## config.mk

```make
export PLATFORM = sky130hd
export DESIGN_NAME = led_blink_bank
export DESIGN_NICKNAME = d
export VERILOG_FILES = /design/src/rtl/led_blink_bank.sv
export SDC_FILE = /design/constraint.sdc
export NUM_CORES = 1
export LEC_CHECK = 0
export ABC_AREA = 1
export BUFFER_PORTS_ARGS = -buffer_cell sky130_fd_sc_hd__buf_2
export CELL_PAD_IN_SITES_DETAIL_PLACEMENT = 0
export CELL_PAD_IN_SITES_GLOBAL_PLACEMENT = 1
export CORE_AREA = 2 2 162 133
export DETAILED_ROUTE_END_ITERATION = 7
export DIE_AREA = 0 0 164 135
export PLACE_DENSITY = 0.77
export SYNTH_ARGS = -nofsm -noshare
export SYNTH_HDL_FRONTEND = slang
export SYNTH_SLANG_ARGS = --single-unit
```

## constraint.sdc

```tcl
create_clock -name clk -period 1.4 [get_ports clk]
set_input_delay 0.28 -clock clk [delete_from_list [all_inputs] [get_ports clk]]
set_output_delay 0.28 -clock clk [all_outputs]
set_load 0.005 [all_outputs]
```

## src/rtl/led_blink_bank.sv

```systemverilog
// Bank of NUM_CH independent LED channels (OFF / ON / BLINK / PWM) paced by a shared tick prescaler.
// Define LED_BANK_PWM_EN to build PWM mode and duty registers; without it mode 3 behaves as BLINK.
module led_blink_bank #(
  parameter int NUM_CH     = 4,
  parameter int DIV        = 50000,
  parameter int PER_W      = 16,
  parameter int DEF_PERIOD = 499
) (
  input  logic                                           clk,
  input  logic                                           rst,
  input  logic                                           cfg_we,
  input  logic [((NUM_CH > 1) ? $clog2(NUM_CH) : 1)-1:0] cfg_ch,
  input  logic [1:0]                                     cfg_mode,
  input  logic [PER_W-1:0]                               cfg_period,
  input  logic [PER_W-1:0]                               cfg_duty,
  output logic                                           tick,
  output logic [NUM_CH-1:0]                              led
);

  localparam int CH_W  = (NUM_CH > 1) ? $clog2(NUM_CH) : 1;
  localparam int CNT_W = (DIV > 1) ? $clog2(DIV) : 1;
  localparam logic [CNT_W-1:0] CNT_MAX = CNT_W'(DIV - 1);
  localparam logic [PER_W-1:0] DEF_P   = PER_W'(DEF_PERIOD);

  localparam logic [1:0] M_OFF   = 2'd0;
  localparam logic [1:0] M_ON    = 2'd1;
  localparam logic [1:0] M_BLINK = 2'd2;
  localparam logic [1:0] M_PWM   = 2'd3;

  logic [CNT_W-1:0]              cnt_q, cnt_d;
  logic                          tick_q, tick_d;
  logic [NUM_CH-1:0][1:0]        mode_q, mode_d;
  logic [NUM_CH-1:0][PER_W-1:0]  per_q, per_d;
  logic [NUM_CH-1:0][PER_W-1:0]  ph_q, ph_d;
  logic [NUM_CH-1:0]             led_q, led_d;
  logic [PER_W-1:0]              ph_nxt;

`ifdef LED_BANK_PWM_EN
  logic [NUM_CH-1:0][PER_W-1:0]  duty_q, duty_d;
`else
  logic unused_duty;
  assign unused_duty = ^cfg_duty;
`endif

  // Configuration has no back-pressure: a cycle with cfg_we=1 is exactly one write,
  // always accepted, and a write to a channel wins over a tick in that same cycle.
  always_comb begin
    tick_d = (cnt_q == CNT_MAX);
    cnt_d  = tick_d ? '0 : cnt_q + 1'b1;
    mode_d = mode_q;
    per_d  = per_q;
    ph_d   = ph_q;
    led_d  = led_q;
`ifdef LED_BANK_PWM_EN
    duty_d = duty_q;
`endif
    ph_nxt = '0;
    for (int i = 0; i < NUM_CH; i++) begin
      ph_nxt = (ph_q[i] == per_q[i]) ? '0 : ph_q[i] + 1'b1;
      if (cfg_we && (cfg_ch == CH_W'(i))) begin
        mode_d[i] = cfg_mode;
        per_d[i]  = cfg_period;
        ph_d[i]   = '0;
        led_d[i]  = (cfg_mode == M_ON);
`ifdef LED_BANK_PWM_EN
        duty_d[i] = cfg_duty;
`endif
      end else if (tick_q) begin
        case (mode_q[i])
          M_OFF: begin
            ph_d[i]  = '0;
            led_d[i] = 1'b0;
          end
          M_ON: begin
            ph_d[i]  = '0;
            led_d[i] = 1'b1;
          end
`ifdef LED_BANK_PWM_EN
          M_PWM: begin
            ph_d[i]  = ph_nxt;
            led_d[i] = (ph_nxt < duty_q[i]);
          end
`endif
          default: begin
            // BLINK (and mode 3 when PWM is not built): toggle at end of each phase cycle
            ph_d[i] = ph_nxt;
            if (ph_q[i] == per_q[i]) led_d[i] = ~led_q[i];
          end
        endcase
      end
    end
  end

  always_ff @(posedge clk) begin
    if (rst) begin
      cnt_q  <= '0;
      tick_q <= 1'b0;
      mode_q <= {NUM_CH{M_OFF}};
      per_q  <= {NUM_CH{DEF_P}};
      ph_q   <= '0;
      led_q  <= '0;
`ifdef LED_BANK_PWM_EN
      duty_q <= '0;
`endif
    end else begin
      cnt_q  <= cnt_d;
      tick_q <= tick_d;
      mode_q <= mode_d;
      per_q  <= per_d;
      ph_q   <= ph_d;
      led_q  <= led_d;
`ifdef LED_BANK_PWM_EN
      duty_q <= duty_d;
`endif
    end
  end

  assign tick = tick_q;
  assign led  = led_q;

  logic unused_mode_names;
  assign unused_mode_names = ^{M_BLINK, M_PWM};

endmodule

```

**After elaboration in Yosys (flattened, before gate mapping)**

Index checks and enable logic that the tools add are counted.
W data, S select, Z words.

- Word-level logic and storage cells: 94
- Output and inout bits: 5
- Input port bits: 39
- Bits in registers: 157

- Bitwise operators: 4
- $add $sub $neg: 5
- Equality and inequality tests: 13
- Mux-type cells: 24
- Reductions and logical operators: 30

Operators by type and width:

| kind | count |
|---|---|
| $mux W16 | 8 |
| $add A16 B1 Y16 const B | 5 |
| $eq A16 B16 Y1 | 4 |
| $reduce_or A2 Y1 | 9 |
| $eq A16 B16 Y1 const B | 1 |
| $reduce_bool A4 Y1 | 4 |
| $eq A2 B1 Y1 const B | 6 |
| $mux W1 | 12 |
| $logic_not A2 Y1 | 5 |
| $pmux W1 S2 | 4 |
| $reduce_and A2 Y1 | 4 |
| $reduce_bool A2 Y1 | 4 |
| $eq A2 B2 Y1 const B | 2 |
| $logic_and A1 B1 Y1 | 4 |
| $not A1 Y1 | 4 |

**Depth between registers and ports, before layout**

Gate-level depths: netlist of the first run.

- Depth after elaboration: 5
- Gate-level depth with buffers: 13
- Gate-level depth less buffers: 11

**Least setup slack after synthesis of the first run**

No wires, ideal clock.

- Path type: register to register
- Start: register ph_q[1] (netlist name)
- End: register ph_q[10] (netlist name)
- Stages on the path, launching flop included: 10
- Required time: 1.284 ns
- Setup slack: -0.071 ns
- Library setup time: 0.116 ns
- Buffers on the path: 0
- Clock period less this slack: 1.471 ns
- Arrival: 1.354 ns
- Cell sequence: dfxtp_1 > ha_1 > nand2_1 > nor2_1 > nand2_1 > nor2_1 > nand2_1 > nor2_1 > xor2_1 > nor2_2

- Cells in the longest elaborated chain, start to end: 3
- Elaborated cells between the ends (all ways): 4
- Those cells by class: add/sub: 1; eq/ne: 1; mux: 2

RTL lines:

| element | line | source |
|---|---|---|
| start: declaration | 34 | `logic [NUM_CH-1:0][PER_W-1:0] ph_q, ph_d;` |
| start signal: assignment | 110 | `ph_q <= ph_d;` |
| $add A16 B1 Y16 / $eq A16 B16 Y1 (equally long branches) | 59 | `ph_nxt = (ph_q[i] == per_q[i]) ? '0 : ph_q[i] + 1'b1;` |
| $mux W16 * | 59 |  |
| $mux W16 * | 69 | `case (mode_q[i])` |

Mark *: on every way between the ends. The rest lies on a longest branch, timed or not.
A chain may end at the register's enable or synchronous reset.

**Worst setup path after layout of the first run**

- Start: register ph_q[51] (netlist name)
- End: register ph_q[61] (netlist name)

The elaborated chain is that of the path after synthesis.

==> impl.org, run 1 <==
** Clocking
- After clock tree synthesis, the clock-pin slew on the worst setup and hold paths is 60 ps.
- Post-CTS Hold Fix Bufs :: 0
- Counting along the longest clock path gives a buffer depth of 2.
- Clock network latency to the later pin of the worst-skew pair :: 430 ps
- Clock tree synthesis found a total of 157 sinks.
- The tree is rooted in a sky130_fd_sc_hd__clkbuf_16.
- Clock buffer count from CTS :: 17
- TritonCTS built the clock tree.
- Number of levels in the clock H-tree :: 4

** Floorplanning
- The core region is 20400 um^2.
- Die height :: 135 um
- After floorplanning, the core was divided into 47 placement rows.
- Top-Level Pins :: 44
- Effective utilization at floorplan :: 39.6%
- The die covers 22100 um^2.
- From left edge to right edge, the die measures 164 um.

** Pwr
- The analysis attributes to net switching a power of 2.49 mW.
- Clock network power share :: 47.7%
- In this run the power density over the cells is 925 nW/um^2.
- VDD sags by at most 0.000621 V.
- Part of the total power dissipated in sequential elements :: 44.5%
- Share of power burned in combinational logic :: 7.8%
- The internal portion of the total power is 7.96 mW.
- Sw frac :: 23.8%
- Static leakage power :: 4.83 nW

** Critical path
- Kind of start point of the critical path :: register
- Critical-path top delay cell :: sky130_fd_sc_hd__dfxtp_2
- The setup check on the worst reg-to-reg path leaves a slack of -110 ps.
- Worst flop-to-flop path startpoint :: ph_q[51]
- Data required time at the worst endpoint :: 1720 ps
- The signal on the critical path passes through buf_4, nand2_1, nor2_2, nand4_1, nor3_1, xor2_1, nor2_2.
- The setup path with the least slack is of type register to register.
- Arrival time at the worst endpoint :: 1830 ps
- The worst register-to-register path ends at ph_q[61].
- In this design, the stage delay of the slowest critical-path cell is 340 ps.
- The most numerous cell type found on the critical path is sky130_fd_sc_hd__nor2_2.
- STA classifies the critical path endpoint as a register.
- Crit path max fanout :: 3
- Counting cells, the worst reg-to-reg path comes to 7.
- Tracing the worst setup path back leads to its startpoint at ph_q[51].

** Drt
- In the final routed layout, each cell accounts on average for 13.6 um.
- First-iteration detailed-routing DRC count :: 499
- Total via count after detailed routing :: 8010
- Final Routed Wirelength :: 23200 um
- Routed Antenna Nets :: 0
- For this run, the detailed router's first-pass iteration total came to 5.
- After detailed routing, the number of vias per cell comes to 4.70.
- After detailed routing, the number of remaining DRC violations is 0.

** Cells and area
- Nets@finish :: 1468
- Cells with a size suffix above 1 make up 33.4% of the layout.
- Filler cell count :: 1935
- The area growth from synthesis to layout is 39.7%.
- Number of standard cells in the layout, taps in and fillers out :: 1706
- Antenna cells :: 0

** Placement
- Before CTS, the worst setup slack after placement is -194 ps.
- Port bufs :: 27
- The number of placed instances, taps included, is 1650.
- Once detailed placement completed, the half-perimeter wirelength came to 16000 um.
- Routability-driven placement finished with a final weighted congestion of 0.840.

** Synth
- After synthesis the cells add up to 8090 um^2.
- The synthesized design contains 0 enable-type register cells.
- In the post-synthesis netlist, the cell with the most instances is sky130_fd_sc_hd__nand2_1.
- Library cell occupying the most area in the post-synthesis netlist :: sky130_fd_sc_hd__dfxtp_1
- Synthesis handed over a netlist of 1227 instances.
- Post-synthesis net count :: 1271
- Synth top cells by count :: sky130_fd_sc_hd__nand2_1 (359), sky130_fd_sc_hd__inv_1 (158), sky130_fd_sc_hd__dfxtp_1 (157)
- The share of synthesized area in the top cell type comes to 38.9%.
- Ranked by total cell area, the synthesized netlist is headed by sky130_fd_sc_hd__dfxtp_1 (39%), sky130_fd_sc_hd__nand2_1 (17%), sky130_fd_sc_hd__inv_1 (7.3%).
- Sequential cells were found to cover 38.9% of the synthesized design area.
- Netlist cell types :: 28
- Of all flip-flops after synthesis, the portion carrying an async set or reset was 0%.
- Most frequently used flop master after synthesis :: sky130_fd_sc_hd__dfxtp_1
- Yosys reg bits :: 157
- For this run, the number of Yosys warnings is 0.
- The average instance in the mapped netlist occupies 6.59 um^2.

** GRT
- After global routing, the most crowded layer is met1.
- Global-route met2 utilization :: 31.9%
- For met1 alone, demand over resource in global routing was 32.2%.
- The number of global-route vias before repair is 7222.
- Antenna violations before repair :: 0
- Met3 layer usage reported by global route :: 3.78%
- Maximum number of pins on one net before global-route repair :: 29
- Global routing consumed, over all layers together, 21.7% of the routing resources.
- Summed over all layers, the global routing overflow is 0.
- The first global-routing pass estimated 36900 um of wire.

** Timing
- Worst Slack Setup Final :: -111 ps
- Setup repair after global routing could not meet its margin everywhere.
- Setup violations remaining at the end of the flow were counted as 57.
- The count of endpoints failing hold in the final timing report came to 0.
- The number of pins exceeding their max-slew limit in the final report came to 0.
- Timing would allow up to 0.662 GHz.
- After layout, the worst path uses 108% of the clock period.
- On the final layout, the worst clock skew is 8.10 ps.
- At the pin with the least slew margin, the transition time is 647 ps.
- Crit path time final :: 1510 ps
- The worst pin sits at a relative slew slack of 56.7%.

** Job
- Total of max-cap violations :: 0

** Hold path
- Beginning of the worst hold path :: rst
- Count of cells along the worst hold path :: 2
- For hold timing, the worst endpoint is tick.
- The path class of the tightest hold or removal check is input pin to register.

** Run status
- Violations in the final reports :: setup timing
- The flow ran to the end, but the final reports show violations.
layout make-up:
class | instances | area, um^2 | area share (%)
multi-input combinational | 858 | 4750 | 42.0
timing repair buffer | 214 | 1720 | 15.2
tap | 269 | 337 | 2.98
inverter | 176 | 663 | 5.87
clock inverter | 10 | 161 | 1.43
clock buffer | 22 | 464 | 4.11
sequential | 157 | 3210 | 28.4
cell families (layout without fill, tap and decap cells):
family	Yosys count	in the layout	share of synthesized area, %
and+or+nand+nor	647	650	34.3
AOI/OAI and AO/OA	158	158	10.4
adders and majority gates	5	5	0.774
buffers and inverters	215	422	10.9
xor gates and xnor gates	45	45	4.87
DFF	157	157	38.9
worst max-delay path: cells and delay by family (launching register included):
family / cells / cell delay, ps
DFF: 1 / 340
and+or+nand+nor: 5 / 700
xor gates and xnor gates: 1 / 220
buffers and inverters: 1 / 130
power by group through the flow:
stage | Combinational [mW] | Sequential, mW | Clock (mW)
after global placement | 0.716 | 4.75 | 0
after detailed placement | 0.726 | 4.75 | 0
after CTS | 0.782 | 4.65 | 5.07
after global routing | 0.905 | 4.66 | 5.28
final | 0.810 | 4.65 | 4.98
after floorplan | 0.448 | 4.73 | 0
what timing repair did:
action	in CTS	in global routing
buffers inserted	14	7
gates cloned	4	0
endpoints found under the setup margin	78	84
resized for setup	118	112
endpoints found under the hold margin	0	0
pin swaps	50	44
worst max-delay path by stage:
stage | to | cells past startpoint | slack [ps]
floorplan | ph_q[10] | 9 | -0.2
global placement | ph_q[13] | 11 | -190
detailed placement | ph_q[13] | 11 | -190
CTS | ph_q[13] | 12 | -60
global route | ph_q[61] | 7 | -180
finish | ph_q[61] | 7 | -110
layout by cell type, fill, tap and decap left out, types with 6 or more instances in the layout:
cell | netlist | layout
sky130_fd_sc_hd__a21oi_1 | 78 | 67
sky130_fd_sc_hd__a21oi_2 | 0 | 11
sky130_fd_sc_hd__buf_12 | 1 | 6
sky130_fd_sc_hd__buf_2 | 8 | 26
sky130_fd_sc_hd__buf_4 | 6 | 163
sky130_fd_sc_hd__buf_6 | 3 | 15
sky130_fd_sc_hd__clkbuf_16 | 0 | 17
sky130_fd_sc_hd__dfxtp_1 | 157 | 121
sky130_fd_sc_hd__dfxtp_2 | 0 | 29
sky130_fd_sc_hd__dfxtp_4 | 0 | 7
sky130_fd_sc_hd__inv_1 | 158 | 149
sky130_fd_sc_hd__inv_2 | 18 | 26
sky130_fd_sc_hd__nand2_1 | 359 | 335
sky130_fd_sc_hd__nand2_2 | 13 | 24
sky130_fd_sc_hd__nand2_4 | 2 | 13
sky130_fd_sc_hd__nand3_1 | 44 | 28
sky130_fd_sc_hd__nand3_2 | 0 | 13
sky130_fd_sc_hd__nand4_1 | 26 | 26
sky130_fd_sc_hd__nor2_1 | 130 | 88
sky130_fd_sc_hd__nor2_2 | 44 | 65
sky130_fd_sc_hd__nor2_4 | 1 | 22
sky130_fd_sc_hd__nor3_1 | 20 | 15
sky130_fd_sc_hd__o211ai_1 | 18 | 18
sky130_fd_sc_hd__o21ai_0 | 61 | 58
sky130_fd_sc_hd__xor2_1 | 44 | 42
registers in the layout (all words and copies together), names as in the netlist:
register and flops:
mode_q 8, per_q 64, cnt_q 16, tick 1, led 4, ph_q 64
metal layers:
layer	part of all wire (%)	vias to the layer above
li1	-	4233
met1	52	3606
met2	42	148
met3	4.2	23
met4	1.7	0
met5	0	-
through the flow:
stage	power, mW	utilization [%]	hold WS, ps	cell area [um^2]	TNS, ps
3_3_place_gp	5.47	47.3	436	9660	-4330
3_5_place_dp	5.48	47.3	441	9660	-4850
5_1_grt	10.8	55.3	172	11300	-8870
2_1_floorplan	5.18	-	393	8100	-0.228
4_1_cts	10.5	53.3	168	10900	-1640
6_report	10.4	55.3	187	11300	-2330
Power figures use the tool's default switching activity.
==> run 2, diff against run 1 <==
--- a/config.mk
+++ b/config.mk
@@ -6,7 +6,7 @@
 export NUM_CORES = 1
 export LEC_CHECK = 0
 export ABC_AREA = 1
-export BUFFER_PORTS_ARGS = -buffer_cell sky130_fd_sc_hd__buf_2
+export BUFFER_PORTS_ARGS = -buffer_cell sky130_fd_sc_hd__buf_4
 export CELL_PAD_IN_SITES_DETAIL_PLACEMENT = 0
 export CELL_PAD_IN_SITES_GLOBAL_PLACEMENT = 1
 export CORE_AREA = 2 2 162 133
==> impl.org, run 2 (synthesis gave the netlist of run 1 again) <==
** Run status
- The run finished, with violations left.
- The checks that failed: setup timing.

** Cells and area
- Commonest cells after routing, fill and taps aside :: sky130_fd_sc_hd__nand2_1 (328), sky130_fd_sc_hd__buf_4 (175), sky130_fd_sc_hd__inv_1 (144), sky130_fd_sc_hd__dfxtp_1 (114), sky130_fd_sc_hd__nor2_1 (82)
- The repair_antennas step left the layout with diodes totalling 0.
- Once layout is complete, the utilization of the core stands at 56.1%.
- Layout area overhead :: 41.5%
- Registers take 3220 um^2.
- Leaving out fill and tap cells, the most frequent cell in the layout is sky130_fd_sc_hd__nand2_1.
- Cells with a size suffix above 1 make up 35.5% of the layout.
- The final layout contains 1457 nets.
- The multi-input combinational cells in the finished layout cover a total of 4930 um^2.
- Filler cell count :: 1904
- Regs by FF count :: per_q x64, ph_q x64, cnt_q x16

** Clocking
- Count of clock tree sinks :: 157
- Post-CTS Hold Fix Bufs :: 0
- Number of levels in the clock H-tree :: 4
- Clock buffer count from CTS :: 17
- The later pin in the worst-skew pair is clocked with a latency of 430 ps.
- The clock passes through at most 2 buffers.
- TritonCTS built the clock tree.
- Root buffer selected by CTS :: sky130_fd_sc_hd__clkbuf_16
- After clock tree synthesis, the clock-pin slew on the worst setup and hold paths is 60 ps.

** Critical path
- Data required time at the worst endpoint :: 1720 ps
- The worst setup path is launched from a register.
- The critical path is of the register to register type.
- Crit path capture type :: register
- In this run the worst path has a maximum fanout of 4.
- Data arrives at the worst endpoint at 1810 ps.

** Timing
- Fin Clk Skew :: 9.74 ps
- Final hold analysis gives a worst-case slack of 142 ps.
- Setup slack on the critical path of the routed design comes to -87.7 ps.
- Setup repair after global routing could not meet its margin everywhere.
- Slew at the pin with the worst max-slew slack :: 523 ps
- Derived from the worst setup path, the maximum achievable clock frequency is 0.672 GHz.
- Slew margin rel. :: 65.1%
- The number of pins exceeding their max-slew limit in the final report was 0.
- Setup violations remaining at the end of the flow were counted as 62.
- Total negative setup slack :: -1790 ps
- Hold violation count in the final report :: 0
- For the finished layout, the period the worst path requires is 1490 ps.
- The final critical path takes up 106% of the cycle.

** Floorplanning
- Die outline area :: 22100 um^2
- The floorplan has 47 rows.
- Top-Level Pins :: 44
- Core area :: 20400 um^2
- The die is 135 um tall.
- Measured along the x axis, the die boundary spans 164 um.
- Once the floorplan was initialized, standard cells occupied 39.6% of the core.

** Pwr
- Clock network power share :: 46.5%
- In this run the static leakage power is 4.83 nW.
- Share of power burned in combinational logic :: 8.3%
- Part of the total power dissipated in sequential elements :: 45.2%
- P per Cell Area :: 899 nW/um^2
- Total internal power :: 7.77 mW
- Overall power consumption :: 10.3 mW
- VDD sags by at most 0.000668 V.
- In this run the power spent charging and discharging nets is 2.52 mW.
- Net switching is 24.5% of the power.

** Drt
- Summing over every cut layer, the via total after detailed routing is 7967.
- Once detail routing completed, the nets flagged for antenna violations numbered 0.
- Final routed wire length divided by cell count :: 13.9 um
- Count of TritonRoute iterations in the first routing pass :: 4
- The detailed router finished its first iteration with 440 violations.
- Final Routed Wirelength :: 23600 um
- Number of remaining DRC errors :: 0
- Routed via count divided by cell count :: 4.71

** GRT
- Total congestion overflow after global routing :: 0
- First-pass GRT wire length :: 36600 um
- The number of global-route vias before repair is 7142.
- Antenna violations before repair :: 0
- Entering global routing, the biggest net connects 39 pins.
- Global routing used 21.4% of the available tracks.

** Hold path
- Worst hold path class :: input pin to register

** Job
- Max-cap violations in this run came to 0.

** Placement
- At the end of routability-driven placement, the weighted congestion stood at 0.827.
- Detail Placement HPWL :: 15700 um
- Port bufs :: 27
## run 2: cell types whose count changed in the layout (fill, tap and decap cells not counted), sizes merged
cell	delta
buf	-12
clkbuf	-2
clkinv	+2
bufinv	-1
clkinvlp	+1
inv	-1
## run 2: power groups by stage
stage,combinational (mW),sequential (mW),clock (mW)
after global placement,0.736,4.75,0
after global routing,0.948,4.66,5.06
after detailed placement,0.744,4.75,0
after CTS,0.788,4.65,4.87
final,0.851,4.65,4.79
after floorplan,0.448,4.73,0
## run 2: stage by stage
stage	cell area, um^2	instances	worst slack (ps)
floorplan	8100	1227	-0.228
global placement	9660	1640	-187
detailed placement	9660	1640	-198
CTS	10800	1685	-75.4
global route	11400	1693	-196
finish	11400	1693	-87.7
## run 2: metal layers
metal | track usage [%] | up-vias | share of wire, %
met5 | 0 | - | 0
met4 | 5.12 | 0 | 1.0
met3 | 3.81 | 16 | 3.2
met2 | 32.5 | 116 | 44
met1 | 31.3 | 3637 | 52
li1 | - | 4198 | -
## run 2: worst paths after layout
check	from	slack, ps	cells past startpoint	end
hold reg to reg	mode_q[6]	450	2	mode_q[6]
setup / recovery	ph_q[49]	-90	13	ph_q[56]
hold / removal	rst	140	2	mode_q[3]
setup reg to reg	ph_q[49]	-90	13	ph_q[56]
## run 2: layout make-up
cell class / count / share of cell area [%]
multi-input combinational: 858 / 43.1
sequential: 157 / 28.1
clock inverter: 11 / 1.26
timing repair buffer: 203 / 14.8
inverter: 176 / 5.80
clock buffer: 19 / 3.96
tap: 269 / 2.94
## run 2: repair_timing
action / CTS / global route
setup buffers: 12 / 9
gates resized for setup: 124 / 161
pin swaps: 55 / 92
endpoints found under the setup margin: 77 / 84
gates cloned: 3 / 1
## run 2: worst max-delay path: stages, from the launching register on
cell and delay [ps]:
sky130_fd_sc_hd__dfxtp_2 350, sky130_fd_sc_hd__buf_6 120, sky130_fd_sc_hd__nand2_2 50, sky130_fd_sc_hd__inv_2 40, sky130_fd_sc_hd__nor2_1 40, sky130_fd_sc_hd__nor2_1 110
sky130_fd_sc_hd__nand2_1 80, sky130_fd_sc_hd__nor2_2 120, sky130_fd_sc_hd__nand2_2 70, sky130_fd_sc_hd__nand2_2 80, sky130_fd_sc_hd__nand2_4 100, sky130_fd_sc_hd__buf_6 140
sky130_fd_sc_hd__nand3_2 50, sky130_fd_sc_hd__nor2_2 40
